**src/rtl/game_sequencer.sv**
```systemverilog
// game_sequencer
// Central controller for the Mastermind-style game datapath. It keeps the
// game-credit count, sequences the four master-pattern writes, counts guess
// rounds, hands each guess to the checker over a req/ack handshake, and
// decides win/loss.
//
// Ports:
//   clock          system clock, all state on the rising edge
//   reset          asynchronous active-low clear
//   creditAdd      one-cycle pulse from the coin acceptor (+1 credit)
//   StartGame      button level; rising edge starts a game
//   LoadShapeNow   button level; rising edge loads LoadShape at ShapeLocation
//   GradeIt        button level; rising edge submits the current guess
//   LoadShape      shape code to load (valid 3'b001..3'b110)
//   ShapeLocation  master location to load
//   gradeAck       checker done; znarlyIn valid while high
//   znarlyIn       exact-match count from the checker (0..4)
//   masterWe       one-cycle write strobe to the master register
//   masterAddr     write location, valid with masterWe
//   masterShape    write data, valid with masterWe
//   gradeReq       grade request, held until gradeAck is sampled
//   loadingShape   high while loading the master pattern
//   ongoingGame    high while a game is in progress
//   NumGames       credits remaining
//   RoundNumber    rounds used in the current game
//   GameWon        high from a win until the next game start
module game_sequencer #(
  parameter int MAX_ROUNDS = 8,
  parameter int MAX_GAMES  = 7
) (
  input  logic       clock,
  input  logic       reset,
  input  logic       creditAdd,
  input  logic       StartGame,
  input  logic       LoadShapeNow,
  input  logic       GradeIt,
  input  logic [2:0] LoadShape,
  input  logic [1:0] ShapeLocation,
  input  logic       gradeAck,
  input  logic [3:0] znarlyIn,
  output logic       masterWe,
  output logic [1:0] masterAddr,
  output logic [2:0] masterShape,
  output logic       gradeReq,
  output logic       loadingShape,
  output logic       ongoingGame,
  output logic [3:0] NumGames,
  output logic [3:0] RoundNumber,
  output logic       GameWon
);

  localparam logic [3:0] ROUND_LIMIT = 4'(MAX_ROUNDS);
  localparam logic [3:0] GAME_LIMIT  = 4'(MAX_GAMES);

  typedef enum logic [2:0] {IDLE, LOAD, PLAY, GRADE, DONE} state_t;

  state_t     state, state_next;
  logic [3:0] mask, mask_next;
  logic       start_prev, load_prev, grade_prev;
  logic       start_edge, load_edge, grade_edge;
  logic       start_ok, shape_valid;

  logic       we_next;
  logic [1:0] addr_next;
  logic [2:0] shape_next;
  logic       req_next;
  logic       loading_next;
  logic       ongoing_next;
  logic [3:0] games_next;
  logic [3:0] round_next;
  logic       won_next;

  assign start_edge  = StartGame & ~start_prev;
  assign load_edge   = LoadShapeNow & ~load_prev;
  assign grade_edge  = GradeIt & ~grade_prev;
  assign shape_valid = (LoadShape != 3'b000) && (LoadShape != 3'b111);
  // Eligibility looks at the registered credit count only, so a coin arriving
  // in the same cycle cannot enable a start from zero.
  assign start_ok    = start_edge && (NumGames != 4'd0) &&
                       ((state == IDLE) || (state == DONE));

  always_comb begin
    state_next = state;
    mask_next  = mask;
    we_next    = 1'b0;
    addr_next  = masterAddr;
    shape_next = masterShape;
    req_next   = gradeReq;
    round_next = RoundNumber;
    won_next   = GameWon;

    case (state)
      IDLE, DONE: begin
        if (start_ok) begin
          state_next = LOAD;
          round_next = 4'd0;
          won_next   = 1'b0;
          mask_next  = 4'b0000;
        end
      end
      LOAD: begin
        // The 4th write leaves the mask full; leave LOAD one edge later,
        // while that write strobe is on the bus.
        if (mask == 4'b1111) begin
          state_next = PLAY;
        end else if (load_edge && shape_valid) begin
          we_next    = 1'b1;
          addr_next  = ShapeLocation;
          shape_next = LoadShape;
          mask_next  = mask | (4'b0001 << ShapeLocation);
        end
      end
      PLAY: begin
        if (grade_edge) begin
          state_next = GRADE;
          round_next = RoundNumber + 4'd1;
          req_next   = 1'b1;
        end
      end
      GRADE: begin
        if (gradeAck) begin
          req_next = 1'b0;
          if (znarlyIn == 4'd4) begin
            state_next = DONE;
            won_next   = 1'b1;
          end else if (RoundNumber == ROUND_LIMIT) begin
            state_next = DONE;
          end else begin
            state_next = PLAY;
          end
        end
      end
      default: state_next = IDLE;
    endcase

    // Start and coin together cancel out.
    case ({start_ok, creditAdd})
      2'b10:   games_next = NumGames - 4'd1;
      2'b01:   games_next = (NumGames < GAME_LIMIT) ? NumGames + 4'd1 : NumGames;
      default: games_next = NumGames;
    endcase

    loading_next = (state_next == LOAD);
    ongoing_next = (state_next == LOAD) || (state_next == PLAY) ||
                   (state_next == GRADE);
  end

  always_ff @(posedge clock or negedge reset) begin
    if (!reset) begin
      state        <= IDLE;
      mask         <= 4'b0000;
      // Prev flops reset high so a button held through reset gives no edge.
      start_prev   <= 1'b1;
      load_prev    <= 1'b1;
      grade_prev   <= 1'b1;
      masterWe     <= 1'b0;
      masterAddr   <= 2'd0;
      masterShape  <= 3'd0;
      gradeReq     <= 1'b0;
      loadingShape <= 1'b0;
      ongoingGame  <= 1'b0;
      NumGames     <= 4'd0;
      RoundNumber  <= 4'd0;
      GameWon      <= 1'b0;
    end else begin
      state        <= state_next;
      mask         <= mask_next;
      start_prev   <= StartGame;
      load_prev    <= LoadShapeNow;
      grade_prev   <= GradeIt;
      masterWe     <= we_next;
      masterAddr   <= addr_next;
      masterShape  <= shape_next;
      gradeReq     <= req_next;
      loadingShape <= loading_next;
      ongoingGame  <= ongoing_next;
      NumGames     <= games_next;
      RoundNumber  <= round_next;
      GameWon      <= won_next;
    end
  end

endmodule

```
**config.mk**
```make
export PLATFORM = sky130hd
export DESIGN_NAME = game_sequencer
export DESIGN_NICKNAME = d
export VERILOG_FILES = /design/src/rtl/game_sequencer.sv
export SDC_FILE = /design/constraint.sdc
export NUM_CORES = 1
export LEC_CHECK = 0
export ABC_AREA = 1
export BUFFER_PORTS_ARGS = -buffer_cell sky130_fd_sc_hd__buf_4
export CAP_MARGIN = 20
export CORE_MARGIN = 2
export CORE_UTILIZATION = 57
export CTS_CLUSTER_SIZE = 30
export DETAILED_ROUTE_END_ITERATION = 12
export GPL_ROUTABILITY_DRIVEN = 0
export HOLD_SLACK_MARGIN = 0.12
export PLACE_DENSITY = 0.92
export SETUP_SLACK_MARGIN = 0.2
export SLEW_MARGIN = 20
export SYNTH_ARGS = -nofsm -noshare
export SYNTH_HDL_FRONTEND = slang
export SYNTH_SLANG_ARGS = --single-unit
```
**constraint.sdc**
```tcl
create_clock -name clock -period 5.1 [get_ports clock]
set_clock_uncertainty 0.15 [all_clocks]
set_input_delay 1.02 -clock clock [delete_from_list [all_inputs] [get_ports clock]]
set_output_delay 1.02 -clock clock [all_outputs]
set_load 0.1 [all_outputs]
```
==> results.md <==
- Footprint of the multi-input gates: 657 µm²
- Crit path time final: 2.64 ns
- First-pass GRT wire length: 5.59 mm
- Place WS: 2.07 ns
- Vias: 1,258
- Root Driver: clkbuf_4
- # Post-CTS Setup Buffers: 0
- Critical Path Source: StartGame
- Drt drc: 0
- Synth Cell Area: 1500 µm²
- Slowest CP cell: ha_1
- Crit end category: flop
- Fin nets: 230
- WP data required: 5.18 ns
- Final setup viols: 0
- Dominant cell type by area after synthesis: dfrtp_1
- Initial antenna violation count: 0
- Std cell rows: 18
- Worst path cell trace: buf_4 -> inv_1 -> nor2_1 -> nand3_4 -> nand2_1 -> ha_1 -> nand2_1 -> nand2_1 -> a21oi_1 -> inv_1 -> nand2_1 -> nand3_1 -> nand2_1 -> nand2_1
- Distinct cells, synth: 28
- DIE WIDTH: 55.2 µm
- Fillers: 194
- Reg-to-reg setup timing slack: 2.74 ns
- Critical path's largest stage delay: 0.30 ns
- Syn_area_per_cell: 8.70 µm²
- Fin. Hold Viols: 0
- HP Class: flop to flop
- Total CTS buffers: 3
- Hpwl dp: 2.52 mm
- RR Startpoint: state[0]$_DFF_PN0_
- Post-CTS Hold Buffers: 0
- Worst-Margin Slew: 0.351 ns
- Status: finished, final reports clean
- Area share of the largest cell type after synthesis: 0.418
- Final worst setup slack: 2.46 ns
- Core Area: 2480 µm²
- CTS tree: done
- Max Fclk: 0.378 GHz
- Via-to-Cell Ratio: 5.29
- Crit path top cell by count: nand2_1
- Ratio of cells with drive above 1 in the final layout: 0.293
- Number of port buffers: 33
- Worst Setup EP: NumGames[3]$_DFFE_PN0P_
- Crit path kind: input pin to flop
- Final Cycle Share: 0.519
- Number of synthesized flops with an enable pin: 0
- Synth area leaders: dfrtp_1 42%, nand2_1 8.0%, inv_1 7.5%, dfstp_2 5.3%, nor2_1 3.8%
- Die Y: 55.2 µm
- Post-Syn Instances: 172
- CP Data Arrival Time: 2.73 ns
- Slew margin rel.: 0.766
- RR Endpoint: NumGames[3]$_DFFE_PN0P_
- Clock transition at the registers of the reported paths: 0.16 ns
- Vias in the first global route: 1,309
- Synth-to-layout area growth: 21.6%
- Worst reg-to-reg path cell count: 12
- I/O Pins: 34
- Seq. cell area: 704 µm²
- Gr usage total: 0.227
- Startpoint Class: input pin
- Initial Utilization: 0.604
- Ant diodes: 0
- Max-cap check violation count: 0
- Register bit total from synthesis: 28
- Asr flop ratio synth: 1.00
- Max Transition Viols Final: 0
- Clock Path Buffers: 2
- Worst skew pair latency: 0.33 ns
- Post-synthesis sequential area ratio: 0.471
- Unrepaired setup endpoints after global routing: false
- CP Max Fanout: 7
- DRT Wirelength: 3.16 mm
- Routed WL per cell: 13.3 µm
- Synthesized Nets: 193
- Remaining antenna violation count: 0
- Htree depth: 1
- # resized after CTS: 0
- Top_reg_cell synth: dfrtp_1
- YS warnings: 0
- Grt ovf: 0
- Initial DRC count: 39
- Pre-antenna DRT Iters: 4
- Die area: 3050 µm²
- Largest net degree at the start of global routing: 29
- Setup TNS: 0 ns
- CTS Sinks: 28
## how the worst min path moves through the flow
stage / depth (start not counted) / slack, ns / from / end
after floorplan: 2 / 0.38 / mask[2]$_DFFE_PN0P_ / mask[2]$_DFFE_PN0P_
after global placement: 2 / 0.34 / GameWon$_DFFE_PN0P_ / GameWon$_DFFE_PN0P_
after detailed placement: 2 / 0.34 / GameWon$_DFFE_PN0P_ / GameWon$_DFFE_PN0P_
after CTS: 2 / 0.37 / GameWon$_DFFE_PN0P_ / GameWon$_DFFE_PN0P_
after global routing: 1 / 0.42 / reset / GameWon$_DFFE_PN0P_
final: 2 / 0.37 / GameWon$_DFFE_PN0P_ / GameWon$_DFFE_PN0P_
## kinds of logic after synthesis
group | count (synthesis) | synth area share
AOI/OAI and AO/OA | 27 | 0.113
xor gates and xnor gates | 3 | 0.0176
adders and majority gates | 5 | 0.0468
buffers and inverters | 33 | 0.0903
DFF | 28 | 0.471
and+or+nand+nor | 76 | 0.262
## cell usage after synthesis (2+ instances only)
cell / number
a21oi_1: 9
dfrtp_1: 25
dfstp_2: 3
ha_1: 4
inv_1: 30
inv_2: 2
nand2_1: 32
nand2_2: 5
nand3_1: 9
nand3_4: 3
nand4_1: 4
nor2_1: 15
nor2_2: 3
nor3_1: 2
o21ai_0: 9
o21ai_2: 4
xnor2_1: 2
## cell type report
cell class	instances	area share
Clock buffer	3	0.0124
Clock inverter	1	0.0165
Inverter	32	0.0660
Multi-Input combinational cell	111	0.361
Sequential cell	28	0.387
Tap cell	30	0.0206
Timing Repair Buffer	33	0.136
## registers in the layout (all words and copies together), names as in the netlist, 2 cells and up
register,flops
NumGames,4
RoundNumber,4
mask,4
masterShape,3
state,3
masterAddr,2
## layout by cell type (no fill, tap or decap)
master / instances
a21oi_2: 1
dfstp_2: 3
nand2_2: 5
nor2_1: 15
nand3b_1: 1
nand4_1: 4
o21a_1: 1
inv_2: 2
inv_1: 30
dfrtp_1: 25
nand2_1: 32
a21oi_1: 9
o21ai_1: 1
xor2_1: 1
ha_1: 4
fa_1: 1
clkbuf_4: 3
nor3_1: 2
o21ai_2: 4
buf_4: 33
o21ai_0: 9
nor2b_4: 1
xnor2_1: 2
nand3_1: 9
nand3_4: 3
o22ai_1: 1
nor2_4: 1
a21oi_4: 1
nor2_2: 3
bufinv_16: 1
## metrics by stage
step	utilization	hold WS, ns	cells	area, µm²
floorplan	-	0.378	172	1500
global placement	0.713	0.338	234	1770
detailed placement	0.713	0.335	234	1770
CTS	0.734	0.373	238	1820
global route	0.734	0.420	238	1820
finish	0.734	0.368	238	1820
## critical path, delay by kind of cell
kind                     cells  cell delay, ns
adder cells (fa/ha/maj)      1            0.30
AO/OA/AOI/OAI                1            0.17
AND/OR/NAND/NOR              9            1.05
buffers and inverters        3            0.18
## routing by layer
layer / routed length (µm) / up-vias / GRT usage
li1: - / 611 / -
met1: 1310 / 611 / 0.263
met2: 1710 / 34 / 0.425
met3: 133 / 2 / 0.0304
met4: 12 / 0 / 0.0767
met5: 0 / - / 0
Power is left out: the tool's default activity adds up to more than one toggle a clock period on the data nets, which glitch-free logic cannot reach.
